`src/rtl/count_pkg.sv`:
```
// Shared definitions for the mod-N up/down counter: direction encoding and
// prescaler register sizing.
package count_pkg;

  typedef enum logic {
    DIR_UP   = 1'b0,
    DIR_DOWN = 1'b1
  } dir_e;

  // Prescaler counter width: clog2(PRESCALE), never less than one bit.
  function automatic int prescale_width(input int prescale);
    return (prescale <= 2) ? 1 : $clog2(prescale);
  endfunction

endpackage

```
`src/rtl/count_modn_updn_if.sv`:
```
// Control/status bundle of count_modn_updn. SAT exists only when COUNT_SAT_EN
// is defined.
interface count_modn_updn_if #(
  parameter int WIDTH = 8
);
  logic             EN;
  logic             DIR;
  logic             LOAD;
  logic [WIDTH-1:0] D;
  logic [WIDTH-1:0] MAX;
`ifdef COUNT_SAT_EN
  logic             SAT;
`endif
  logic [WIDTH-1:0] Q;
  logic             TC;

`ifdef COUNT_SAT_EN
  modport master (output EN, DIR, LOAD, D, MAX, SAT, input Q, TC);
  modport slave  (input EN, DIR, LOAD, D, MAX, SAT, output Q, TC);
`else
  modport master (output EN, DIR, LOAD, D, MAX, input Q, TC);
  modport slave  (input EN, DIR, LOAD, D, MAX, output Q, TC);
`endif

endinterface

```
`src/rtl/count_modn_updn_tick_gen.sv`:
```
// tick_gen: counts enabled clocks 0..PRESCALE-1 and flags the last one as TICK.
// CLR restarts the period; EN low freezes it.
module tick_gen
  import count_pkg::*;
#(
  parameter int PRESCALE = 1
) (
  input  logic CLK,
  input  logic RST,
  input  logic EN,
  input  logic CLR,
  output logic TICK
);

  localparam int            PW   = prescale_width(PRESCALE);
  localparam logic [PW-1:0] LAST = PW'(PRESCALE - 1);

  logic [PW-1:0] cnt;

  assign TICK = EN & ~CLR & (cnt == LAST);

  // NOTE: sequential state uses non-blocking assignments so every register
  // samples pre-edge values, independent of statement order.
  always_ff @(posedge CLK or posedge RST) begin
    if (RST) begin
      cnt <= '0;
    end else if (CLR) begin
      cnt <= '0;
    end else if (EN) begin
      cnt <= (cnt == LAST) ? '0 : cnt + 1'b1;
    end
  end

endmodule

```
`src/rtl/count_modn_updn.sv`:
```
// Mod-(MAX+1) up/down counter with synchronous load, enable prescaler and a
// registered terminal-count pulse. Define COUNT_SAT_EN to add saturating mode.
module count_modn_updn
  import count_pkg::*;
#(
  parameter int WIDTH    = 8,
  parameter int PRESCALE = 1
) (
  input logic               CLK,
  input logic               RST,
  count_modn_updn_if.slave  bus
);

  logic             tick;
  logic             step;
  dir_e             dir;
  logic [WIDTH-1:0] q, q_nxt;
  logic             tc, tc_nxt;
  logic [WIDTH-1:0] wrap_up, wrap_dn;

  tick_gen #(.PRESCALE(PRESCALE)) u_tick_gen (
    .CLK  (CLK),
    .RST  (RST),
    .EN   (bus.EN),
    .CLR  (bus.LOAD),
    .TICK (tick)
  );

  assign step = tick & ~bus.LOAD;
  assign dir  = dir_e'(bus.DIR);

  // Value taken when a step runs off either end of 0..MAX.
`ifdef COUNT_SAT_EN
  assign wrap_up = bus.SAT ? bus.MAX : '0;
  assign wrap_dn = bus.SAT ? '0 : bus.MAX;
`else
  assign wrap_up = '0;
  assign wrap_dn = bus.MAX;
`endif

  // NOTE: every always_comb output gets a default first, so no path can
  // leave it unassigned and infer a latch.
  always_comb begin
    q_nxt  = q;
    tc_nxt = 1'b0;
    if (bus.LOAD) begin
      q_nxt = (bus.D <= bus.MAX) ? bus.D : bus.MAX;
    end else if (step) begin
      unique case (dir)
        DIR_UP: begin
          if (q < bus.MAX) begin
            q_nxt = q + 1'b1;
          end else begin
            q_nxt  = wrap_up;
            tc_nxt = 1'b1;
          end
        end
        DIR_DOWN: begin
          // Above a lowered MAX, fall back into range without flagging TC.
          if (q > bus.MAX) begin
            q_nxt = bus.MAX;
          end else if (q != '0) begin
            q_nxt = q - 1'b1;
          end else begin
            q_nxt  = wrap_dn;
            tc_nxt = 1'b1;
          end
        end
      endcase
    end
  end

  always_ff @(posedge CLK or posedge RST) begin
    if (RST) begin
      q  <= '0;
      tc <= 1'b0;
    end else begin
      q  <= q_nxt;
      tc <= tc_nxt;
    end
  end

  assign bus.Q  = q;
  assign bus.TC = tc;

endmodule

```
`src/flat_wrapper.sv`:
```
// flat-port wrapper written by rule: the top's interface ports become plain ports
module count_modn_updn_flat import count_pkg::*;
#(
  parameter int WIDTH    = 8,
  parameter int PRESCALE = 1
)
  (CLK, RST, bus_EN, bus_DIR, bus_LOAD, bus_D, bus_MAX, bus_Q, bus_TC);
  count_modn_updn_if #(.WIDTH(WIDTH)) bus_i ();
  input logic CLK;
  input logic RST;
  input wire logic [$bits(bus_i.EN)-1:0] bus_EN;
  input wire logic [$bits(bus_i.DIR)-1:0] bus_DIR;
  input wire logic [$bits(bus_i.LOAD)-1:0] bus_LOAD;
  input wire logic [$bits(bus_i.D)-1:0] bus_D;
  input wire logic [$bits(bus_i.MAX)-1:0] bus_MAX;
  output wire logic [$bits(bus_i.Q)-1:0] bus_Q;
  output wire logic [$bits(bus_i.TC)-1:0] bus_TC;
  assign bus_i.EN = bus_EN;
  assign bus_i.DIR = bus_DIR;
  assign bus_i.LOAD = bus_LOAD;
  assign bus_i.D = bus_D;
  assign bus_i.MAX = bus_MAX;
  assign bus_Q = bus_i.Q;
  assign bus_TC = bus_i.TC;
  count_modn_updn #(.WIDTH(WIDTH), .PRESCALE(PRESCALE)) u_core (.CLK(CLK), .RST(RST), .bus(bus_i));
endmodule
```
`config.mk`:
```
export PLATFORM = sky130hd
export DESIGN_NAME = count_modn_updn_flat
export DESIGN_NICKNAME = d
export VERILOG_FILES = /design/src/rtl/count_pkg.sv /design/src/rtl/count_modn_updn_if.sv /design/src/rtl/count_modn_updn_tick_gen.sv /design/src/rtl/count_modn_updn.sv /design/src/flat_wrapper.sv
export SDC_FILE = /design/constraint.sdc
export NUM_CORES = 1
export LEC_CHECK = 0
export ABC_AREA = 1
export ABC_CLOCK_PERIOD_IN_PS = 2400
export CAP_MARGIN = 5
export CORE_ASPECT_RATIO = 0.9
export CORE_MARGIN = 5
export CORE_UTILIZATION = 40
export DETAILED_ROUTE_END_ITERATION = 16
export SLEW_MARGIN = 15
export SYNTH_ARGS = -nofsm -noshare
export SYNTH_HDL_FRONTEND = slang
export SYNTH_SLANG_ARGS = --single-unit
```
`constraint.sdc`:
```
create_clock -name CLK -period 2.4 [get_ports CLK]
set_input_delay 0.36 -clock CLK [delete_from_list [all_inputs] [get_ports CLK]]
set_output_delay 0.36 -clock CLK [all_outputs]
set_load 0.02 [all_outputs]
```
Word level (Yosys, flattened, before mapping):

Cells that the tools add are included.

* bits in registers: 10
* word-level logic and storage cells: 34
* bits of input ports: 21

* bitwise gates (word level): 6
* reduce and logical (&&, ||, !) cells: 3
* order comparisons: 3
* add/subtract/negate cells: 3
* mux-type cells: 16

Operators with widths (number)
* $mux W8: 6
* $pmux W8 S2: 1
* $add A8 B1 Y8 const B: 1
* $gt A8 B8 Y1: 1
* $le A8 B8 Y1: 1
* $lt A8 B8 Y1: 1
* $mux W1: 8
* $reduce_bool A8 Y1: 1
* $sub A8 B1 Y8 const B: 1
* $reduce_bool A2 Y1: 2
* $and A1 B1 Y1: 3
* $not A1 Y1: 3
* $pmux W1 S2: 1
* $add A1 B1 Y1 const B: 1

Depth between registers and ports, before layout:

Gate-level depths: netlist of run 1.

* depth after elaboration: 6
* depth in mapped cells: 17
* mapped depth without buffers: 16

By module:

Synthesis of run 1 repeated with hierarchy kept, for this count alone.

* cells, all modules: 272
* area total of the unflattened synthesis: 1561.5 um2

By module, submodules not included
* count_modn_updn: area each 1551.5 um2, times used 1, cells each 270
* tick_gen: area each 10.0 um2, times used 1, cells each 2

Worst setup path before layout of run 1:

No wires, ideal clock.

* path type: reg2reg
* from: reg u_core.q[0], in the netlist u_core.bus.Q[0]
* to: reg u_core.q[7], in the netlist u_core.bus.Q[7]
* slack: 0.541 ns
* period minus slack after synthesis: 1.859 ns
* buffers on the path: 1
* required time: 2.283 ns
* cell stages (with the launch flop): 18
* arrival: 1.741 ns
* cell sequence: dfrtp_1 -> inv_1 -> ha_1 -> inv_1 -> nand2_1 -> nand2_1 -> nand2_1 -> nand2_1 -> nand2_1 -> nand2_1 -> buf_2 -> nand2_4 -> nand2_1 -> nand2_1 -> nand2_1 -> nand2_1 -> nand2_1 -> nand2_1

* cells in the longest elaborated chain, start to end: 6
* elaborated cells between the ends (all ways): 11

RTL lines
* start, declared: line count_modn_updn.sv:17 `logic [WIDTH-1:0] q, q_nxt;`
* start signal, assigned: line count_modn_updn.sv:78 `q <= q_nxt;`
* $sub A8 B1 Y8 / $reduce_bool A8 Y1 (equally long branches): line count_modn_updn.sv:63, count_modn_updn.sv:62
* $mux W8: line count_modn_updn.sv:62 `end else if (q != '0) begin`
* $mux W8: line count_modn_updn.sv:60 `if (q > bus.MAX) begin`
* $pmux W8 S2 (*): line count_modn_updn.sv:49 `unique case (dir)`
* $mux W8 (*): line count_modn_updn.sv:48 `end else if (step) begin`
* $mux W8 (*): line count_modn_updn.sv:46 `if (bus.LOAD) begin`

Mark *: on every way between the ends. The rest lies on a longest branch, timed or not. The select of a mux whose other input is x is not followed.
A chain may end at the register's enable or synchronous reset.

Worst setup path in the final report of run 1:

* from: in bus_MAX[5]
* to: reg u_core.q[5], in the netlist u_core.bus.Q[5]

* cells in the longest elaborated chain, start to end: 5
* elaborated cells between the ends (all ways): 10

RTL lines
* start, declared: line flat_wrapper.sv:15 `input wire logic [$bits(bus_i.MAX)-1:0] bus_MAX;`
* $gt A8 B8 Y1, or another cell as far along: line count_modn_updn.sv:60
* $mux W8, on equally long branches: line count_modn_updn.sv:60, count_modn_updn.sv:51
* $pmux W8 S2: line count_modn_updn.sv:49
* $mux W8: line count_modn_updn.sv:48
* $mux W8 (*): line count_modn_updn.sv:46

Marked as above.

==> results.py, run 1 <==
metrics = {
    "run_status": {
        "status": "completed",
    },
    "route": {
        "drc_errors": 0,
        "via_per_inst": 5.07,
        "wl_per_cell_um": 13.3,
        "drtAntennaViolNets": 0,
        "wl_um": 4870,
        "drtPass1Iterations": 4,
        "vias": 1849,
        "drt_iter0_markers": 156,
    },
    "synth": {
        "avgSynthCellArea_um2": 5.70,
        "synthCells": 275,
        "synth_ff_type": "dfrtp_1",
        "syn_area_mm2": 0.00157,
        "synth-compound-area-share_pct": 8.23,
        "yosys.area_share.xor_xnor_pct": 2.24,
        "synth_top_family_by_area": "simple AND/OR/NAND/NOR gates",
        "yosys.cell_types.count": 27,
        "synth-edff-count": 0,
        "synthAdderAreaFrac_pct": 15.2,
        "async_flop_share_pct": 100,
        "yosys_warnings": 0,
        "yosys.area_share.simple_pct": 50.2,
        "synthesis.nets": 315,
        "yosysSeqAreaShare_pct": 14.4,
        "synthMuxAreaShare_pct": 0,
        "ys_ff_latch": 9,
    },
    "power_and_ir_drop": {
        "power_density_mw_per_mm2": 533,
        "vdd_drop_max_mv": 0.196,
        "intPower_w": 0.000580,
        "p_leak_nw": 1.15,
        "combPwrFrac_pct": 61.8,
        "power_switching_w": 0.000526,
        "pwr-share-clk_pct": 17.7,
        "p_sw_share_pct": 47.6,
        "pwr-share-seq_pct": 20.4,
    },
    "placement": {
        "place_congestion": 0.927,
        "portBuffers": 29,
        "placed_cell_area_mm2": 0.00202,
        "pre_cts_ws_ns": -0.0800,
        "dp_hpwl_um": 3880,
    },
    "global_routing": {
        "grt_pass1_vias": 1656,
        "antenna_found_initial": 0,
        "grt_use_total_pct": 18.8,
        "grt_pass1_wl_um": 8200,
        "overflow": 0,
        "grt_max_degree": 17,
    },
    "final_layout": {
        "drive_gt1_share_pct": 11.3,
        "nFillCells": 387,
        "final_area_mm2": 0.00208,
        "n_antenna_cell": 0,
        "syn2layout_area_growth_pct": 32.5,
        "nNetsFinal": 360,
    },
    "floorplan": {
        "top_level_ports": 30,
        "initial_core_util_pct": 41.7,
        "dieWidth_um": 76.0,
        "die_y_um": 69.4,
        "rows": 21,
        "die-area_mm2": 0.00527,
        "coreArea_mm2": 0.00376,
    },
    "clocking": {
        "clock_latency_ns": 0.24,
        "h-tree-depth": 1,
        "ctsResizeCount": 0,
        "tritoncts": "done",
        "cts-hold-fix-buffers": 0,
        "path_clk_slew_ns": 0.06,
        "cts-buffers-inserted": 3,
        "cts-root-buf": "clkbuf_8",
        "cts_setup_buffers": 0,
        "clockBufferDepth": 2,
        "cts.sinks": 9,
    },
    "timing": {
        "drv_slew": 0,
        "max_freq_mhz": 448,
        "worst_pin_slew_ns": 0.454,
        "rsz0062_at_grt": "false",
        "final-setup-viol-count": 0,
        "fin_ws_ns": 0.169,
        "period_share_pct": 92.9,
        "hold_viol_final": 0,
        "skew_ns": 0.00261,
        "slew_headroom_pct": 69.7,
        "final.min_clock_period_ns": 2.23,
    },
    "critical_path": {
        "cp-start-kind": "input pin",
        "worst_setup_path_end_kind": "flip-flop",
        "cp-startpoint": "bus_MAX[5]",
        "cp.arrival_ns": 2.41,
        "timing.rr.start": "u_core.bus.Q[7]",
        "cp_max_fo": 8,
        "rrSetupSlack_ns": 0.36,
        "crit_type": "in -> reg",
        "cp_data_required_time_ns": 2.58,
    },
    "hold_path": {
        "min_path_type": "in -> async",
    },
    "job": {
        "maxCapViolations": 0,
    },
}
path summary, 6_finish.rpt:
path                            cells after the start               to
worst max-delay path                               14  u_core.bus.Q[5]
worst min-delay path                                2  u_core.bus.Q[3]
worst max register to register                     12  u_core.bus.Q[5]
worst min register to register                      5  u_core.bus.Q[7]
max in group asynchronous                           2  u_core.bus.Q[4]
min in group CLK                                    5  u_core.bus.Q[6]
through the flow:
step | hold WS (ns) | TNS (ns) | power [W] | utilization (%) | std cells
2_1_floorplan | 0.188 | 0 | 0.000661 | - | 275
3_3_place_gp | 0.685 | -0.120 | 0.000896 | 53.8 | 361
3_5_place_dp | 0.696 | -0.123 | 0.000898 | 53.8 | 361
4_1_cts | 0.436 | 0 | 0.00109 | 55.0 | 365
5_1_grt | 0.454 | 0 | 0.00120 | 55.2 | 365
6_report | 0.424 | 0 | 0.00111 | 55.2 | 365
cell usage after synthesis, types with 2 or more instances:
cell type / number / area share [%]
inv_1: 25 / 6.0
o21ai_1: 3 / 0.96
nor2_2: 2 / 0.80
nor2_1: 36 / 8.6
nand4_1: 2 / 0.80
buf_2: 5 / 1.6
dfrtp_1: 9 / 14
o21ai_0: 3 / 0.96
a21oi_1: 15 / 4.8
inv_2: 3 / 0.72
ha_1: 19 / 15
nand4_2: 2 / 1.6
nand3_1: 27 / 8.6
nand3b_1: 2 / 0.96
nand2_2: 2 / 0.80
nand2_1: 106 / 25
xor2_1: 4 / 2.2
logic make-up (layout without fill, tap and decap cells):
| logic type | after synthesis | after routing |
|---|---|---|
| AO/OA/AOI/OAI | 24 | 24 |
| buffers and inverters | 36 | 80 |
| XOR/XNOR | 4 | 4 |
| flip-flops | 9 | 9 |
| adder cells (fa/ha/maj) | 19 | 19 |
| AND/OR/NAND/NOR | 183 | 183 |
routing by layer:
layer / up-vias / GRT usage (%) / share of wire [%] / wire (um)
met3: 6 / 1.30 / 7.5 / 365
met4: 0 / 5.73 / 1.2 / 59
li1: 964 / - / - / -
met1: 805 / 27.9 / 47 / 2300
met5: - / 0 / 0 / 0
met2: 74 / 28.6 / 44 / 2150
power groups by stage:
stage | logic [W] | registers, W | clock network [W]
floorplan | 0.000415 | 0.000247 | 0
finish | 0.000684 | 0.000226 | 0.000196
global route | 0.000772 | 0.000231 | 0.000201
detailed placement | 0.000670 | 0.000228 | 0
global placement | 0.000667 | 0.000228 | 0
CTS | 0.000673 | 0.000225 | 0.000195
sequential cells by signal, summed over array words and instances, names as in the netlist:
name / flops
u_core.bus.Q: 8
u_core.bus.TC: 1
critical path: stages:
cell and delay, ns:
clkdlybuf4s50_1 0.49, inv_1 0.10, ha_1 0.31, nand2_1 0.06
nor2_1 0.22, nand2_1 0.09, nand2_1 0.16, buf_4 0.20
nand3_1 0.08, nand2_1 0.08, nand2_1 0.06, nand2_1 0.08
nand2_1 0.05, nand2_1 0.08
cells in the final DEF (no fill, tap or decap), types with 4 or more instances in the layout:
cell / netlist / layout
a21oi_1: 15 / 15
buf_4: 1 / 18
clkdlybuf4s50_1: 0 / 29
dfrtp_1: 9 / 9
ha_1: 19 / 19
inv_1: 25 / 25
nand2_1: 106 / 106
nand3_1: 27 / 27
nor2_1: 36 / 36
xor2_1: 4 / 4
layout make-up:
type | count | area, um^2 | area share, %
timing repair buffer | 48 | 445 | 21.5
inverter | 28 | 105 | 5.06
sequential | 9 | 225 | 10.8
multi-input combinational | 230 | 1200 | 57.7
clock buffer | 4 | 45.0 | 2.17
tap | 46 | 57.6 | 2.77
Note: power is estimated with default switching activity, not from simulation.
==> inputs of run 2 (changes only) <==
--- a/config.mk
+++ b/config.mk
@@ -7,12 +7,11 @@
 export LEC_CHECK = 0
 export ABC_AREA = 1
 export ABC_CLOCK_PERIOD_IN_PS = 2400
-export CAP_MARGIN = 5
+export CAP_MARGIN = 20
 export CORE_ASPECT_RATIO = 0.9
 export CORE_MARGIN = 5
 export CORE_UTILIZATION = 40
 export DETAILED_ROUTE_END_ITERATION = 16
-export SLEW_MARGIN = 15
 export SYNTH_ARGS = -nofsm -noshare
 export SYNTH_HDL_FRONTEND = slang
 export SYNTH_SLANG_ARGS = --single-unit
==> results of run 2 <==
No change in the layout: final DEF, timing and power equal those of run 1.
==> inputs of run 3 (changes only) <==
--- a/config.mk
+++ b/config.mk
@@ -7,7 +7,7 @@
 export LEC_CHECK = 0
 export ABC_AREA = 1
 export ABC_CLOCK_PERIOD_IN_PS = 2400
-export CAP_MARGIN = 20
+export CAP_MARGIN = 10
 export CORE_ASPECT_RATIO = 0.9
 export CORE_MARGIN = 5
 export CORE_UTILIZATION = 40
==> results of run 3 <==
No change in the layout: final DEF, timing and power equal those of run 1.
